===== src/rtl/mem_port_arbiter.sv =====
// Two-requester arbiter: serialises MIPS fetch and load/store traffic onto one
// shared req/addr_ok/data_ok memory port. Data has priority, and a starvation guard protects fetch.
module mem_port_arbiter #(
  parameter int unsigned STARVE_MAX = 4
) (
  input  logic        clk_i,
  input  logic        rst_ni,
  input  logic        inst_req_i,
  input  logic [31:0] inst_addr_i,
  output logic        inst_addr_ok_o,
  output logic        inst_data_ok_o,
  output logic [31:0] inst_rdata_o,
  input  logic        data_req_i,
  input  logic        data_wr_i,
  input  logic [3:0]  data_wstrb_i,
  input  logic [31:0] data_addr_i,
  input  logic [31:0] data_wdata_i,
  output logic        data_addr_ok_o,
  output logic        data_data_ok_o,
  output logic [31:0] data_rdata_o,
  output logic        mem_req_o,
  output logic        mem_wr_o,
  output logic [3:0]  mem_wstrb_o,
  output logic [31:0] mem_addr_o,
  output logic [31:0] mem_wdata_o,
  input  logic        mem_addr_ok_i,
  input  logic        mem_data_ok_i,
  input  logic [31:0] mem_rdata_i
);

  typedef enum logic [1:0] {IDLE, ADDR, DATA} state_e;
  typedef enum logic {OWN_INST, OWN_DATA} owner_e;

  localparam logic [2:0] STARVE_LIM = 3'(STARVE_MAX);

  state_e      state_q, state_d;
  owner_e      owner_q, owner_d;
  logic        wr_q, wr_d;
  logic [3:0]  wstrb_q, wstrb_d;
  logic [31:0] addr_q, addr_d;
  logic [31:0] wdata_q, wdata_d;
  logic [2:0]  starve_q, starve_d;
  logic        grant_data;

  always_ff @(posedge clk_i or negedge rst_ni) begin
    if (!rst_ni) begin
      state_q  <= IDLE;
      owner_q  <= OWN_INST;
      wr_q     <= 1'b0;
      wstrb_q  <= 4'b0;
      addr_q   <= 32'b0;
      wdata_q  <= 32'b0;
      starve_q <= 3'b0;
    end else begin
      state_q  <= state_d;
      owner_q  <= owner_d;
      wr_q     <= wr_d;
      wstrb_q  <= wstrb_d;
      addr_q   <= addr_d;
      wdata_q  <= wdata_d;
      starve_q <= starve_d;
    end
  end

  // Fetch overrides data only once STARVE_MAX data grants have passed it by.
  assign grant_data = data_req_i && !(inst_req_i && (starve_q == STARVE_LIM));

  always_comb begin
    state_d        = state_q;
    owner_d        = owner_q;
    wr_d           = wr_q;
    wstrb_d        = wstrb_q;
    addr_d         = addr_q;
    wdata_d        = wdata_q;
    starve_d       = starve_q;
    inst_addr_ok_o = 1'b0;
    data_addr_ok_o = 1'b0;
    inst_data_ok_o = 1'b0;
    data_data_ok_o = 1'b0;
    unique case (state_q)
      IDLE: begin
        if (grant_data) begin
          data_addr_ok_o = 1'b1;
          state_d        = ADDR;
          owner_d        = OWN_DATA;
          wr_d           = data_wr_i;
          wstrb_d        = data_wstrb_i;
          addr_d         = data_addr_i;
          wdata_d        = data_wdata_i;
          if (!inst_req_i)
            starve_d = 3'b0;
          else if (starve_q != STARVE_LIM)
            starve_d = 3'(starve_q + 3'd1);
        end else if (inst_req_i) begin
          inst_addr_ok_o = 1'b1;
          state_d        = ADDR;
          owner_d        = OWN_INST;
          wr_d           = 1'b0;
          wstrb_d        = 4'b0;
          addr_d         = inst_addr_i;
          wdata_d        = 32'b0;
          starve_d       = 3'b0;
        end
      end
      ADDR: begin
        if (mem_addr_ok_i)
          state_d = DATA;
      end
      DATA: begin
        if (mem_data_ok_i) begin
          state_d = IDLE;
          if (owner_q == OWN_DATA)
            data_data_ok_o = 1'b1;
          else
            inst_data_ok_o = 1'b1;
        end
      end
      default: state_d = IDLE;
    endcase
    // Handshake outputs must read 0 for the whole reset, even with requests held.
    if (!rst_ni) begin
      inst_addr_ok_o = 1'b0;
      data_addr_ok_o = 1'b0;
      inst_data_ok_o = 1'b0;
      data_data_ok_o = 1'b0;
    end
  end

  assign mem_req_o    = (state_q == ADDR);
  assign mem_wr_o     = wr_q;
  assign mem_wstrb_o  = wstrb_q;
  assign mem_addr_o   = addr_q;
  assign mem_wdata_o  = wdata_q;
  assign inst_rdata_o = rst_ni ? mem_rdata_i : 32'b0;
  assign data_rdata_o = rst_ni ? mem_rdata_i : 32'b0;

endmodule


===== config.mk =====
export PLATFORM = sky130hd
export DESIGN_NAME = mem_port_arbiter
export DESIGN_NICKNAME = d
export VERILOG_FILES = /design/src/rtl/mem_port_arbiter.sv
export SDC_FILE = /design/constraint.sdc
export NUM_CORES = 1
export LEC_CHECK = 0
export ABC_CLOCK_PERIOD_IN_PS = 2000
export CAP_MARGIN = 20
export CORE_MARGIN = 2
export CORE_UTILIZATION = 36
export DETAILED_ROUTE_END_ITERATION = 10
export PLACE_DENSITY = 0.94
export SETUP_SLACK_MARGIN = 0.2
export SLEW_MARGIN = 20
export SYNTH_ARGS = -nofsm -noshare
export SYNTH_HDL_FRONTEND = slang
export SYNTH_SLANG_ARGS = --single-unit

===== constraint.sdc =====
create_clock -name clk_i -period 2 [get_ports clk_i]
set_clock_uncertainty 0.2 [all_clocks]
set_input_delay 0.4 -clock clk_i [delete_from_list [all_inputs] [get_ports clk_i]]
set_output_delay 0.4 -clock clk_i [all_outputs]
set_load 0.02 [all_outputs]

After elaboration in Yosys (flattened, before gate mapping)
Cells that the tools add are included.
{ "op_classes": {"addsub": 1, "eq_ne": 8, "mux": 34, "n_reduce_logical": 8} }
{ "op_table": {"columns": ["op", "count"], "rows": [
  ["32-bit two-way mux", 5],
  ["1-bit two-way mux", 18],
  ["3-bit two-way mux", 4],
  ["2-bit two-way mux", 4],
  ["4-bit two-way mux", 2],
  ["3-bit != test, second input constant", 2],
  ["2-bit one-hot mux with 3 select lines", 1],
  ["3-bit AND reduction", 2],
  ["3-bit by 1-bit adder with 3-bit output, second input constant", 1],
  ["3-bit == test, second input constant", 1],
  ["3-bit by 2-bit != test with 1-bit output, second input constant", 1],
  ["2-bit by 1-bit == test with 1-bit output, second input constant", 1],
  ["2-bit == test, second input constant", 1],
  ["1-bit logical AND", 2],
  ["2-bit logical NOT", 1],
  ["2-bit by 1-bit != test with 1-bit output, second input constant", 1],
  ["2-bit != test, second input constant", 1],
  ["2-bit AND reduction", 1],
  ["2-bit nonzero test", 1],
  ["1-bit logical NOT", 1]
]} }
{ "totals": {"regBits": 75, "out_inout_bits": 138, "wordCells": 58} }

Logic depth before layout (Yosys ltp)
{ "depth": {"word_depth": 7, "ltp_mapped": 7, "depth_no_buf": 5} }

Least setup slack after synthesis
OpenSTA, ideal clock, no wires.
{ "synth_timing": {"path_kind": "register to output", "start": "register starve_q[0]", "end": "output inst_addr_ok_o", "arrival_time_ps": 1398, "required_ps": 1400, "slack_ps": 2, "stages_incl_launch_ff": 7, "path_buffers": 1, "path_cell_list": "dfrtp_1 inv_1 ha_1 nand3_1 and2_1 clkbuf_1 and4b_1"} }
{ "synth_via": {"elab_chain_cells": 7} }
{ "synth_rtl": {"columns": ["element", "line_no", "source"], "rows": [
  ["start, declared", "42", "logic [2:0] starve_q, starve_d;"],
  ["start signal, assigned", "61", "starve_q <= starve_d;"],
  ["3-bit == test", "66", "assign grant_data = data_req_i && !(inst_req_i && (starve_q == STARVE_LIM));"],
  ["1-bit logical AND", "66", null],
  ["1-bit logical NOT", "66", null],
  ["1-bit logical AND", "66", null],
  ["1-bit two-way mux", "82", "if (grant_data) begin"],
  ["1-bit two-way mux", "80", "unique case (state_q)"],
  ["1-bit two-way mux", "121", "if (!rst_ni) begin"],
  ["end, declared", "10", "output logic inst_addr_ok_o,"]
]} }
No other way between the ends.

Worst setup path after layout
Same ends and word-level chain as after synthesis.

==> results.md <==
* Status: finished, violations left
* Failing checks: setup timing
* Post-Synthesis Cell Area at 0.003981 sq mm
* Reg2reg path depth at 7
* Final Hold Viols at 0
* GRT Overall Usage at 21.78%
* PwrDens at 1319 mW/mm^2
* Initial antenna violation count at 1
* Slew Viols, Final at 0
* Rel. slew slack at 75.20%
* Share of cells above drive strength 1 at 26.96%
* Post-DR vias/cell at 5.117
* Inst Count DP at 747
* Global-route wire length before repair at 20070 microns
* Remaining antenna violation count at 0
* Design Area, Final at 0.006908 sq mm
* Sequential share of the synthesized area at 47.14%
* H-tree depth at 3
* F_max at 460.3 MHz
* Fin nets at 774
* Starting density of the core at 36.89%
* Final non-filler cell total at 779
* Largest buffer count on any clock path at 2
* Peak supply drop at 672.9 uV
* Largest stage delay, worst path at 390 ps
* Commonest cells post-synth: 75 x dfrtp_1, 38 x a22o_1, 36 x inv_1
* Syn_nets at 511
* Number of remaining DRC errors at 0
* # clock sinks at 75
* Final Setup Violations at 2
* Critical Path AT at 1570 ps
* Die Area at 0.01192 sq mm
* GP Congestion at 0.8046
* EDFF count, synth at 0
* Vias in the first global route at 3950
* CP Cell Sequence: inv_2, ha_4, nand3_4, and2_4, and4b_2, buf_6
* Reg area at 0.001877 sq mm
* Leakage power at 0.003291 uW
* CP Capture Type: output port
* Worst-Margin Slew at 372.0 ps
* TritonCTS buffer count at 9
* Largest net degree at the start of global routing at 34
* Syn. warnings at 0
* Routed vias at 3986
* PortBufs at 276
* Placement Setup Slack at -695.7 ps
* Worst Path Max Fanout at 3
* Worst setup margin at -172.6 ps
* Avg Cell Area, Syn at 10.76 sq um
* Flop2flop setup slack at 30 ps
* Total gr overflow at 0
* Drt wl/cell at 17.88 microns
* Synth Register Bits at 75
* CP max stage cell: dfrtp_1
* CP bufs+invs at 2
* Die X at 109.2 microns
* Die Span Y at 109.2 microns
* Most used flip-flop cell after synthesis: dfrtp_1
* Clock latency on the worst-skew pair at 340 ps
* Site row count at 38
* Fillcell total at 884
* Area growth from synthesis to layout at 73.51%
* Post-Syn Instances at 370
* # IOs at 277
* Yosys top cell area share at 47.14%
* Final wirelength at 13930 microns
* RSZ-0062 raised after global routing: true
* Tmin final at 2173 ps
* Startpoint Class: flop
* Synth area leader: dfrtp_1
* Core area at 0.01079 sq mm
* TritonCTS clock tree: done
* Starting DRT DRC Count at 291
* HPWL after detailed placement at 10100 microns
* Delay-heaviest family, CP: simple AND/OR/NAND/NOR gates
* Multi-input gate area at 0.001578 sq mm
* Critical path required time at 1400 ps
* WS Path Type: flop to output port
* Hold crit path type: input pin to asynchronous set/reset pin
* Count leader, synth: dfrtp_1
* Final worst path period share at 108.6%
* DR pass1 iterations at 5
* Clock-pin slew on the worst setup and hold paths at 80 ps
* Placed Area at 0.006789 sq mm
* Crit. path cell count at 6
* Top cells by area, synth: dfrtp_1 47%, o221ai_2 11%, a22o_1 8.4%
* Synth unique cells at 29
* Ys async rst share at 100.0%
* Root Driver: clkbuf_8
* Max Cap Viol at 0
==> worst register-to-register path: cells and delay by family (launching register included) <==
family | cells | cell delay (ps)
buffers and inverters | 3 | 650
flip-flops | 1 | 370
AND/OR/NAND/NOR | 2 | 370
AO/OA/AOI/OAI | 1 | 170
adder cells (fa/ha/maj) | 1 | 160
==> what timing repair did <==
item,in CTS,in global routing
setup endpoints to repair,212,87
gates resized for setup,373,15
gates cloned,2,3
hold buffers,4,0
setup buffers,3,3
endpoints found under the hold margin,17,0
pin swaps,1,0
==> worst paths after layout <==
kind                           startpoint         endpoint
max                           starve_q[0]   inst_addr_ok_o
min                                rst_ni   mem_addr_o[24]
max reg2reg                   starve_q[0]  mem_wdata_o[28]
min reg2reg                mem_wstrb_o[3]   mem_wstrb_o[3]
max in group asynchronous          rst_ni   mem_wdata_o[9]
min in group clk_i         mem_wstrb_o[3]   mem_wstrb_o[3]
==> cell type report <==
cell class | count | share of cell area [%]
timing repair buffer | 322 | 42.53
sequential | 75 | 27.17
inverter | 36 | 1.992
clock inverter | 7 | 1.105
tap | 140 | 2.536
clock buffer | 9 | 1.793
multi-input combinational | 189 | 22.84
antenna | 1 | 0.03623
==> state kept, by name, indices dropped and copies added, names as in the netlist <==
register / cells
mem_addr_o: 32
mem_wdata_o: 32
mem_wstrb_o: 4
starve_q: 3
state_q: 2
mem_wr_o: 1
owner_q: 1
==> routing by layer <==
metal	vias to the layer above	part of all wire (%)	GRT usage [%]	routed length, microns
li1	1840	-	-	-
met1	1894	39	26.91	5454
met2	225	50	36.91	6971
met3	27	8.7	4.662	1207
met4	0	2.1	8.791	299
met5	-	0	0	0
==> stage by stage <==
step,total power (uW),util [%],setup TNS [ps],hold slack (ps)
2_1_floorplan,5594,-,0,-95.59
3_3_place_gp,7747,62.90,-38110,62.15
3_5_place_dp,7941,62.90,-41480,65.58
4_1_cts,8889,62.69,-418.5,21.32
5_1_grt,9639,63.98,-1720,40.99
6_report,9113,64.00,-338.7,29.48
==> cells by family (layout without fill, tap and decap cells) <==
group | Yosys count | after routing | share of synthesized area (%)
AOI/OAI and AO/OA | 76 | 76 | 21.28
xor gates and xnor gates | 1 | 1 | 0.2200
adders and majority gates | 2 | 2 | 0.6284
buffers and inverters | 106 | 374 | 14.52
DFF | 75 | 75 | 47.14
other | 0 | 1 | 0
and+or+nand+nor | 110 | 110 | 16.22
==> layout by cell type (no fill, tap or decap), drive strengths merged, types with 4 or more instances in the layout <==
master	n
a22o	38
and2	34
buf	107
clkbuf	12
clkdlybuf4s50	134
dfrtp	75
dlygate4sd2	72
dlygate4sd3	4
inv	38
nand3	33
nand4	32
nor2	4
o221ai	32
==> report_power, final <==
| part | switching, uW | internal, uW | leakage (uW) | total (uW) |
|---|---|---|---|---|
| sequential | 406 | 2210 | 0.000939 | 2620 |
| combinational | 2770 | 2550 | 0.00226 | 5310 |
| clock | 600 | 585 | 0.0000962 | 1180 |
| total | 3770 | 5340 | 0.00329 | 9110 |
Power figures use the tool's default switching activity.
==> patch: new RTL, same flow settings <==
Register the input `mem_rdata_i` before use, with the module's reset. The logic sees it one clock later. The other inputs are not delayed to match.
--- a/src/rtl/mem_port_arbiter.sv
+++ b/src/rtl/mem_port_arbiter.sv
@@ -33,4 +33,14 @@
 
   localparam logic [2:0] STARVE_LIM = 3'(STARVE_MAX);
+
+  logic [31:0] mem_rdata_q;
+
+  always_ff @(posedge clk_i or negedge rst_ni) begin
+    if (!rst_ni) begin
+      mem_rdata_q <= '0;
+    end else begin
+      mem_rdata_q <= mem_rdata_i;
+    end
+  end
 
   state_e      state_q, state_d;
@@ -132,6 +142,6 @@
   assign mem_addr_o   = addr_q;
   assign mem_wdata_o  = wdata_q;
-  assign inst_rdata_o = rst_ni ? mem_rdata_i : 32'b0;
-  assign data_rdata_o = rst_ni ? mem_rdata_i : 32'b0;
+  assign inst_rdata_o = rst_ni ? mem_rdata_q : 32'b0;
+  assign data_rdata_o = rst_ni ? mem_rdata_q : 32'b0;
 
 endmodule
Function: changed (Yosys sat finds a counterexample within 4 cycles, from zero or initial values and one cycle with rst_ni low).
==> patch against the unedited design <==
  * The flow still finishes with violations (negative setup slack)
  * Sequential cell count rose by 32
  * Final area grew 22%
  * Via count rose by 13%
  * Critical endpoint unchanged
  * Wire length grew 27%
  * Hold slack gained 0.023 ns
  * Critical path depth stayed put
  * Worst setup slack got worse by 0.016 ns
  * Synthesized area rose by 20%
  * Total power up 17%
==> patch: results (changes against the unedited design) <==
Status
  – Status: complete, but fails checks
  – Failing checks: negative setup slack

GRT
  – GR Layer Usage met1: 25.7% (-1.2 points)
  – All-Layer GR Usage: 22.8% (+1.1 points)
  – First-pass GRT wire length: 25.2 mm (+26%)
  – M2 GR Usage: 41.5% (+4.6 points)
  – Largest net degree at the start of global routing: 48 (+41%)
  – Grt met3 use: 3.98% (-0.69 points)
  – Vias in the first global route: 4,594 (+16%)
  – Antenna violations before repair: 1 (unchanged)

Pwr
  – Leakage power: 3.82 nW (+16%)

Critical path
  – R2R cell count: 9 (+2)
  – Arrival time worst endpoint: 1.59 ns (+0.02 ns)
  – Reg-to-Reg End: mem_wdata_o[15]
  – Critical Path Fanout Max: 3 (unchanged)
  – Delay-heaviest family, CP: simple AND/OR/NAND/NOR gates

Synth
  – Area contributors post-synth: dfrtp_1 (56%), o221ai_2 (9.4%), a22o_1 (7.0%)
  – Syn_nets: 543 (+6.3%)
  – Sequential area share after synthesis: 56.0% (+8.9 points)
  – Mean Syn Cell Area: 11.9 sq um (+11%)
  – Commonest cells post-synth: dfrtp_1 (107), a22o_1 (38), inv_1 (36)
  – Yosys warnings: 0 (unchanged)

CTS
  – Root Buffer: clkbuf_16
  – Max clock buf depth: 2 (unchanged)

Detailed routing
  – Detailed-router iteration count before antenna repair: 4 (-1)
  – Routed vias: 4,506 (+13%)
  – WL met1: 6.42 mm (+18%)
  – Met2 wire length: 9.38 mm (+35%)
  – Final WL: 17.7 mm (+27%)
  – Via/cell ratio: 5.18 (+1.2%)
  – 1st-iter DRT viols: 384 (+32%)
  – Met3 wire len: 1.17 mm (-3.1%)

STA
  – Fin worst setup slack: -0.188 ns (-0.0157 ns)
  – Setup TNS Final: -0.363 ns (-0.0245 ns)
  – # setup viols final: 2 (unchanged)
  – Worst hold slack: 0.0523 ns (+0.0228 ns)
  – Worst-margin pin slew: 0.701 ns (+0.329 ns)

Finish
  – Fillers: 934 (+5.7%)
  – N_diodes: 0 (-1)
  – Share of cells above drive strength 1: 28.4% (+1.4 points)

Place
  – Final Wtd Congestion: 0.815 (+1.3%)
  – Dpl hpwl: 11.6 mm (+15%)
  – Area after DPL: 0.00769 sq mm (+13%)
  – Place WS: -0.714 ns (-0.0184 ns)
## patch: cell types whose count changed in the layout (fill, tap and decap cells not counted), moves of 2 or more
cell	unedited run	this run
dlygate4sd2_1	72	70
clkdlybuf4s15_2	0	57
bufbuf_16	2	0
dfrtp_1	75	107
buf_2	52	0
dlymetal6s2s_1	0	2
buf_6	8	10
clkbuf_8	9	0
clkbuf_2	0	5
buf_12	6	8
and3_4	1	3
buf_4	40	46
clkbuf_16	3	15
## patch: final cells by class
type                            count  area, sq um  share of cell area, %
Multi-Input combinational cell    191         1610                   19.1
Timing Repair Buffer              344         3480                   41.2
Tap cell                          176          220                   2.61
Clock inverter                      7         97.6                   1.16
Clock buffer                        9          225                   2.67
Inverter                           36          135                   1.60
Sequential cell                   107         2680                   31.7
## patch: cells by family after synthesis
kind of cell	synth area share, %
adders and majority gates	0.523
and+or+nand+nor	13.5
AOI/OAI and AO/OA	17.7
DFF	56.0
xor gates and xnor gates	0.183
buffers and inverters	12.1
## patch: worst max path at each step
stage	start	endpoint	cells after the start
after detailed placement	inst_req_i	inst_addr_ok_o	5
after global placement	inst_req_i	inst_addr_ok_o	5
after global routing	starve_q[0]	inst_addr_ok_o	6
after CTS	starve_q[0]	inst_addr_ok_o	6
final	starve_q[0]	inst_addr_ok_o	6
after floorplan	starve_q[1]	inst_addr_ok_o	6
## patch: what timing repair did
| action | CTS | global route |
|---|---|---|
| gates resized for setup | 292 | 23 |
| pin swaps | 3 | 10 |
| hold buffers | 4 | 0 |
| setup endpoints to repair | 211 | 85 |
| buffers inserted | 7 | 7 |
| gates cloned | 1 | 10 |
| endpoints found under the hold margin | 24 | 0 |
## patch: power breakdown
group	internal [mW]	switching [mW]
logic	2.53	2.93
clock network	1.11	0.837
registers	2.89	0.405
